File: src/rtl/npu_pkg.sv
// Shared NPU noun-store definitions: tag encodings, mark/NIL helpers,
// traversal state encoding and error codes.
package npu_pkg;

    // Tag field is the top 3 bits of a noun word; 3'b0?? is an atom.
    localparam logic [2:0] TAG_CELL = 3'b111;
    localparam logic [2:0] TAG_OP   = 3'b101;

    localparam logic [1:0] ERR_OK   = 2'b00;
    localparam logic [1:0] ERR_TAG  = 2'b01;
    localparam logic [1:0] ERR_WDOG = 2'b10;

    // Mark bit sits just below the tag.
    function automatic int mark_bit(input int word_w);
        return word_w - 4;
    endfunction

    // NIL is the all-ones address; it never names a storable cell.
    function automatic int unsigned nil_of(input int addr_w);
        return (32'd1 << addr_w) - 32'd1;
    endfunction

    typedef enum logic [3:0] {
        S_IDLE, S_RD, S_DEC, S_EMIT, S_DIVE_WR, S_POP_RD, S_POP_WR, S_DONE, S_ERR
    } state_e;

endpackage

File: src/rtl/npu_noun_decode.sv
// Combinational split of a noun word into its tag class, mark bit and pointer.
// A cell word whose pointer is NIL is classed as bad, like the illegal tags.
import npu_pkg::*;

module npu_noun_decode #(
    parameter int WORD_W = 32,
    parameter int ADDR_W = 8
) (
    input  logic [WORD_W-1:0] word,
    output logic              is_atom,
    output logic              is_cell,
    output logic              is_op,
    output logic              is_bad,
    output logic              marked,
    output logic [ADDR_W-1:0] ptr
);
    localparam int              MARK = mark_bit(WORD_W);
    localparam logic [ADDR_W-1:0] NIL = ADDR_W'(nil_of(ADDR_W));

    logic [2:0] tag;
    logic       unused_mid;

    assign tag        = word[WORD_W-1 -: 3];
    assign ptr        = word[ADDR_W-1:0];
    assign marked     = word[MARK];
    assign is_atom    = ~tag[2];
    assign is_op      = (tag == TAG_OP);
    assign is_cell    = (tag == TAG_CELL) && (ptr != NIL);
    assign is_bad     = tag[2] && !is_op && !is_cell;
    assign unused_mid = ^word[MARK-1:ADDR_W];

endmodule

File: src/rtl/npu_traverse.sv
// Schorr-Waite pointer-reversal traversal of a binary noun tree. Emits atom
// leaves depth-first, head first, and restores every reversed pointer on the
// way back up (optionally setting the mark bit).
import npu_pkg::*;

module npu_traverse #(
    parameter int WORD_W   = 32,
    parameter int ADDR_W   = 8,
    parameter int STEP_MAX = 4096
) (
    input  logic              clk,
    input  logic              reset,
    input  logic              start,
    input  logic [ADDR_W-1:0] root,
    input  logic              mode_mark,
    output logic              busy,
    output logic              done,
    output logic [1:0]        err,
    output logic              mem_req,
    output logic              mem_we,
    output logic              mem_tel,
    output logic [ADDR_W-1:0] mem_addr,
    output logic [WORD_W-1:0] mem_wdata,
    input  logic [WORD_W-1:0] mem_rdata,
    input  logic              mem_ack,
    output logic              visit_valid,
    input  logic              visit_ready,
    output logic [ADDR_W-1:0] visit_addr,
    output logic              visit_tel,
    output logic [WORD_W-1:0] visit_atom,
    output logic [ADDR_W-1:0] depth
);
    localparam logic [ADDR_W-1:0] NIL = ADDR_W'(nil_of(ADDR_W));
    localparam int SW    = $clog2(STEP_MAX + 1);
    localparam int PAD_W = WORD_W - 4 - ADDR_W;
    localparam int NCELL = 1 << ADDR_W;

    state_e              state_q, state_d;
    logic [ADDR_W-1:0]   p_q, p_d, b_q, b_d, bb_q, bb_d, depth_q, depth_d;
    logic                dir_q, dir_d, mark_q, mark_d;
    logic [SW-1:0]       step_q, step_d;
    logic [1:0]          err_q, err_d;
    logic [WORD_W-1:0]   v_q, v_d;
    logic [NCELL-1:0]    flag_q, flag_d;

    logic                dec_atom, dec_cell, dec_op, dec_bad, dec_marked;
    logic [ADDR_W-1:0]   dec_ptr;

    npu_noun_decode #(.WORD_W(WORD_W), .ADDR_W(ADDR_W)) u_dec (
        .word    (v_q),
        .is_atom (dec_atom),
        .is_cell (dec_cell),
        .is_op   (dec_op),
        .is_bad  (dec_bad),
        .marked  (dec_marked),
        .ptr     (dec_ptr)
    );

    assign err        = err_q;
    assign depth      = depth_q;
    assign visit_addr = p_q;
    assign visit_tel  = dir_q;
    assign visit_atom = v_q;

    // State and datapath registers; reset leaves memory as it stands.
    always_ff @(posedge clk or posedge reset) begin
        if (reset) begin
            state_q <= S_IDLE;
            p_q     <= '0;
            b_q     <= '0;
            bb_q    <= '0;
            depth_q <= '0;
            dir_q   <= 1'b0;
            mark_q  <= 1'b0;
            step_q  <= '0;
            err_q   <= ERR_OK;
            v_q     <= '0;
            flag_q  <= '0;
        end else begin
            state_q <= state_d;
            p_q     <= p_d;
            b_q     <= b_d;
            bb_q    <= bb_d;
            depth_q <= depth_d;
            dir_q   <= dir_d;
            mark_q  <= mark_d;
            step_q  <= step_d;
            err_q   <= err_d;
            v_q     <= v_d;
            flag_q  <= flag_d;
        end
    end

    // Next-state, memory request and stream outputs of the traversal FSM.
    always_comb begin
        state_d = state_q;  p_d = p_q;      b_d = b_q;        bb_d = bb_q;
        depth_d = depth_q;  dir_d = dir_q;  mark_d = mark_q;  step_d = step_q;
        err_d = err_q;      v_d = v_q;      flag_d = flag_q;
        busy = 1'b0;  done = 1'b0;  visit_valid = 1'b0;
        mem_req = 1'b0;  mem_we = 1'b0;  mem_tel = 1'b0;
        mem_addr = '0;   mem_wdata = '0;
        case (state_q)
            S_IDLE: begin
                busy = start;
                if (start) begin
                    p_d = root;  b_d = NIL;  dir_d = 1'b0;  depth_d = '0;
                    step_d = '0; err_d = ERR_OK;  mark_d = mode_mark;
                    state_d = (root == NIL) ? S_DONE : S_RD;
                end
            end
            S_RD: begin
                busy = 1'b1;  mem_req = 1'b1;  mem_tel = dir_q;  mem_addr = p_q;
                if (mem_ack) begin
                    v_d = mem_rdata;
                    state_d = S_DEC;
                end
            end
            S_DEC: begin
                busy = 1'b1;
                if (dec_atom) begin
                    state_d = S_EMIT;
                end else if (dec_cell && dec_marked && mark_q) begin
                    // Already-marked subtree: skip it like a silent leaf.
                    if (!dir_q) begin
                        dir_d = 1'b1;  state_d = S_RD;
                    end else begin
                        state_d = S_POP_RD;
                    end
                end else if (dec_cell) begin
                    state_d = S_DIVE_WR;
                end else if (dec_op || dec_bad) begin
                    err_d = ERR_TAG;  state_d = S_ERR;
                end
            end
            S_EMIT: begin
                busy = 1'b1;  visit_valid = 1'b1;
                if (visit_ready) begin
                    if (!dir_q) begin
                        dir_d = 1'b1;  state_d = S_RD;
                    end else begin
                        state_d = S_POP_RD;
                    end
                end
            end
            S_DIVE_WR: begin
                // Overwrite the child pointer with the back pointer.
                busy = 1'b1;  mem_req = 1'b1;  mem_we = 1'b1;
                mem_tel = dir_q;  mem_addr = p_q;
                mem_wdata = {TAG_CELL, 1'b0, {PAD_W{1'b0}}, b_q};
                if (mem_ack) begin
                    flag_d[p_q] = dir_q;
                    b_d = p_q;  p_d = dec_ptr;  dir_d = 1'b0;
                    depth_d = depth_q + 1'b1;
                    state_d = S_RD;
                end
            end
            S_POP_RD: begin
                busy = 1'b1;
                if (b_q == NIL) begin
                    state_d = S_DONE;
                end else begin
                    mem_req = 1'b1;  mem_tel = flag_q[b_q];  mem_addr = b_q;
                    if (mem_ack) begin
                        bb_d = mem_rdata[ADDR_W-1:0];
                        state_d = S_POP_WR;
                    end
                end
            end
            S_POP_WR: begin
                // Put the original child pointer back, marked in mark mode.
                busy = 1'b1;  mem_req = 1'b1;  mem_we = 1'b1;
                mem_tel = flag_q[b_q];  mem_addr = b_q;
                mem_wdata = {TAG_CELL, mark_q, {PAD_W{1'b0}}, p_q};
                if (mem_ack) begin
                    p_d = b_q;  b_d = bb_q;  depth_d = depth_q - 1'b1;
                    if (!flag_q[b_q]) begin
                        dir_d = 1'b1;  state_d = S_RD;
                    end else begin
                        state_d = S_POP_RD;
                    end
                end
            end
            S_DONE, S_ERR: begin
                done = 1'b1;
                state_d = S_IDLE;
            end
            default: state_d = S_IDLE;
        endcase
        // Watchdog: a cyclic graph would otherwise never come home.
        if (mem_req && mem_ack) begin
            step_d = step_q + 1'b1;
            if (step_q == SW'(STEP_MAX - 1)) begin
                err_d = ERR_WDOG;  state_d = S_ERR;
            end
        end
    end

endmodule

File: config.mk
export PLATFORM = sky130hd
export DESIGN_NAME = npu_traverse
export DESIGN_NICKNAME = d
export VERILOG_FILES = /design/src/rtl/npu_pkg.sv /design/src/rtl/npu_noun_decode.sv /design/src/rtl/npu_traverse.sv
export SDC_FILE = /design/constraint.sdc
export NUM_CORES = 1
export LEC_CHECK = 0
export CAP_MARGIN = 0
export CORE_MARGIN = 2
export CORE_UTILIZATION = 55
export DETAILED_ROUTE_END_ITERATION = 10
export GPL_TIMING_DRIVEN = 0
export PLACE_DENSITY_LB_ADDON = 0.15
export SYNTH_ARGS = -nofsm -noshare
export SYNTH_HDL_FRONTEND = slang
export SYNTH_HIERARCHICAL = 1
export SYNTH_SLANG_ARGS = --single-unit
File: constraint.sdc
create_clock -name clk -period 27.3 [get_ports clk]
set_input_delay 5.46 -clock clk [delete_from_list [all_inputs] [get_ports clk]]
set_output_delay 5.46 -clock clk [all_outputs]
set_load 0.1 [all_outputs]
# Yosys cells after proc, flatten, opt, wreduce, memory -nomap -nowiden
# Cells that the tools add are included.
# totals
mem_count	0
register_bits	341
word_cells	130
romBits	0
mem_bits_rw	0
out_inout_bits	97
latch_bits	0
# op_classes
reduce_logical	27
n_shift	0
add_sub_neg	3
muxes	64
n_eq_ne	21
div	0
order_cmp	3
n_mul	0
bitwise_logic	1
# ops
operator	count
$bwmux 256	1
$pmux 8 s3	4
$mux 8	10
$pmux 32 s2	1
$mux 4	13
$mux 13	3
$pmux 4 s7	1
$lt 8x9->1 const B	2
$eq 4x3->1 const B	4
$eq 8x8->1 const B	2
$mux 1	14
$mux 2	7
$ne 2x2->1 const B	7
$add 13x1->13 const B	1
$eq 13x12->1 const B	1
$mux 3	3
$add 8x1->8 const B	1
$bmux 1 s8	1
$demux 1 s8	1
$eq 4x2->1 const B	2
$ge 8x1->1 const B	1
$ne 8x8->1 const B	1
$reduce_and 2->1	4
$reduce_and 8->1	1
21 further kinds	33

# Longest topological paths before layout
# depth
depth_word	12
depth_mapped	15
depth_no_buf	14

# Modules after synthesis
# The synthesis kept the hierarchy.
# modules_own_cells
module	cells_per_inst	seq_area_each_um2	area_each_um2	instances
npu_traverse	1709	8533.2	17121.4	1
npu_noun_decode	17	0.0	122.6	1

# Worst setup path before layout
# Ideal clock, no wire load.
# synth_path
path_kind	input to output
startpoint	input port start
endpoint	output port busy
path_buffers	0
arrival_time_ps	6254
stages	1
required_time_ps	21840
setup_slack_ps	15586
path_cell_list	o41a_1
# synth_between
elab_chain_len	1
# synth_rtl
element	line_no	source
start: declaration	npu_traverse.sv:13	input logic start,
$pmux 1 s2	npu_traverse.sv:102	case (state_q)
end: declaration	npu_traverse.sv:16	output logic busy,
# Every way passes these cells.

# Final worst setup path
# Same ends and word-level chain as after synthesis.

==> flow_summary.ini <==
[status]
status = finished, final reports clean

[layout]
nNetsFinal = 1963
synthToLayoutAreaGrowth_pct = 18.2
antenna_cells = 0
drive_above_1_share_pct = 11.6

[logic_synthesis]
ys_seq_elements = 341
ys_warn_count = 6
yosys.area.top_type = dfrtp_1
syn_inst = 1726
synth_area_per_cell_sq_um = 9.99
yosysTopAreaCellShare_pct = 49.5
synth_edf_count = 0
synthTopCellsByCount = dfrtp_1 (341), nand2_1 (338), o21ai_0 (299), o31ai_1 (131), clkbuf_1 (101)
yosysSeqAreaShare_pct = 49.5
ys_types = 69
synth.most_common_cell = dfrtp_1
synth_flop_cell = dfrtp_1
yosys-top-cells-area = dfrtp_1 (49%), o21ai_0 (8.7%), nand2_1 (7.4%)
synthArstFlopShare_pct = 100
syn_area_sq_um = 17200

[power_and_ir_drop]
p_clk_share_pct = 24.0
swShare_pct = 48.1
p_switching_mw = 1.07
p_seq_share_pct = 27.7
intPower_mw = 1.15
pwr_density_cell_nw_per_um2 = 109
combPwrFrac_pct = 48.3
p_leak_nw = 8.77
ir_drop_uv = 98.9

[clock_network]
cts_buffers = 38
cts-htree-levels = 2
clock_sinks = 341
hold_buffers = 0
clock_latency_ns = 0.54
cts_tree = built
cts_setup_buffers = 0
cts_root_buffer = clkbuf_16
clk_pin_slew_worst_paths_ns = 0.06
clk_path_buf_depth = 3
ctsResizeCount = 0

[global_route]
overflow = 0
met2_usage_pct = 51.9
grt_usage_pct = 34.4
grt_max_degree = 131
grt_pass1_wl_um = 86000
grt_pass1_vias = 14197
top_usage_layer = met2
antenna_found_initial = 0
grt_use_met1_pct = 48.7
grt_use_met3_pct = 8.39

[timing]
tightest_slew_ns = 1.27
relSlewSlack_pct = 14.4
fmax_mhz = 78.3
finalCriticalPeriod_ns = 12.78
finalHoldViolCount = 0
finalSetupViolCount = 0
hold_ws_ns = 0.473
grt_setup_unrepaired = no
final.period_utilization_pct = 46.8
fin_skew_ns = 0.0197
tns_ns = 0
timing_max_transition_violations_final = 0

[detailed_routing]
num_vias = 14840
wl_per_cell_um = 24.2
drt_wl_total_um = 56500
drc = 0
drt-initial-drc-count = 1960
dr.pass1.iters = 8
via_per_inst = 6.36
antenna_left = 0

[floorplan]
dieWidth_um = 181
die_h_um = 181
num_rows = 64
io_pins = 143
start_util_pct = 56.1
coreArea_sq_um = 30700
dieArea_sq_um = 32800

[worst_hold_path]
hp-start = flag_q[154]
min_path_type = reg2reg

[setup_path]
critical_path_class = in2out
critPathMaxFanout = 3
r2r_slack_ns = 23.37
cp_data_arrival_time_ns = 7.32
required_ns = 21.84
cp-start-kind = input port
r2r-start = b_q[1]
crit_start = start
critPathCaptureType = output port

[placed_design]
io_buffers = 122
gp_congestion = 1.02
dp_hpwl_um = 38600

[flow_run]
cap_violations = 0
==> registers in the layout, indices dropped and copies added (netlist names) <==
name        flops
visit_addr      8
mark_q          1
err             2
state_q         4
depth           8
b_q             8
visit_tel       1
bb_q            8
step_q         13
flag_q        256
visit_atom     32
==> per-stage QoR <==
step | instances | cell area [sq um] | power (mW) | setup WS (ns) | util (%)
floorplan | 1745 | 17300 | 1.37 | 12.39 | -
global placement | 2263 | 19000 | 1.66 | 8.31 | 61.9
detailed placement | 2265 | 19100 | 1.67 | 14.52 | 62.1
CTS | 2334 | 20400 | 2.20 | 14.52 | 66.3
global route | 2334 | 20400 | 2.29 | 14.50 | 66.3
finish | 2334 | 20400 | 2.22 | 14.52 | 66.3
==> layer usage <==
metal | up-vias | routed length, um
met5 | - | 0
met4 | 0 | 2520
met3 | 208 | 6180
met2 | 892 | 24900
met1 | 7188 | 22900
li1 | 6552 | -
==> cell type report <==
type / instances / area, sq um
Fill cell: 2459 / 10400
Tap cell: 396 / 495
Sequential cell: 341 / 8530
Buffer: 172 / 888
Multi-Input combinational cell: 1217 / 7840
Clock buffer: 51 / 1080
Timing Repair Buffer: 124 / 1280
Inverter: 15 / 63.8
Clock inverter: 18 / 210
==> critical path: stages <==
cell and delay, ns:
clkdlybuf4s50_1 0.54, o41a_1 0.16, clkdlybuf4s50_1 1.15
==> power groups by stage <==
stage               Clock, mW  Combinational [mW]  Sequential [mW]
floorplan                   0               0.529            0.842
global placement            0                1.04            0.620
detailed placement          0                1.05            0.621
CTS                     0.534                1.05            0.612
global route            0.556                1.11            0.621
finish                  0.534                1.07            0.614
==> path summary, 6_finish.rpt <==
kind	end	cells after the start
setup / recovery	busy	3
hold / removal	flag_q[154]	2
setup reg to reg	state_q[2]	10
hold reg to reg	flag_q[154]	2
max in group asynchronous	depth[0]	3
min in group asynchronous	flag_q[151]	2
==> cells by family (layout without fill, tap and decap cells) <==
family,Yosys count,in the layout,share of synthesized area (%)
DFF,341,341,49.5
and+or+nand+nor,501,501,12.3
buffers and inverters,187,380,5.48
adders and majority gates,8,8,0.624
muxes,156,156,13.2
xor gates and xnor gates,10,10,0.508
other,1,20,0.0217
AOI/OAI and AO/OA,522,522,18.4
==> cell usage in the layout (no fill, tap or decap), drive strengths merged, types with 20 or more instances in the layout <==
cell type / netlist / final
mux4: 49 / 49
o21ai: 299 / 299
nand2: 338 / 338
nor2: 55 / 55
dfrtp: 341 / 341
mux2i: 63 / 63
mux2: 44 / 44
o31ai: 131 / 131
clkdlybuf4s50: 0 / 122
conb: 1 / 20
nand3: 33 / 33
buf: 71 / 73
clkbuf: 101 / 152
(Power assumes the default switching activity.)
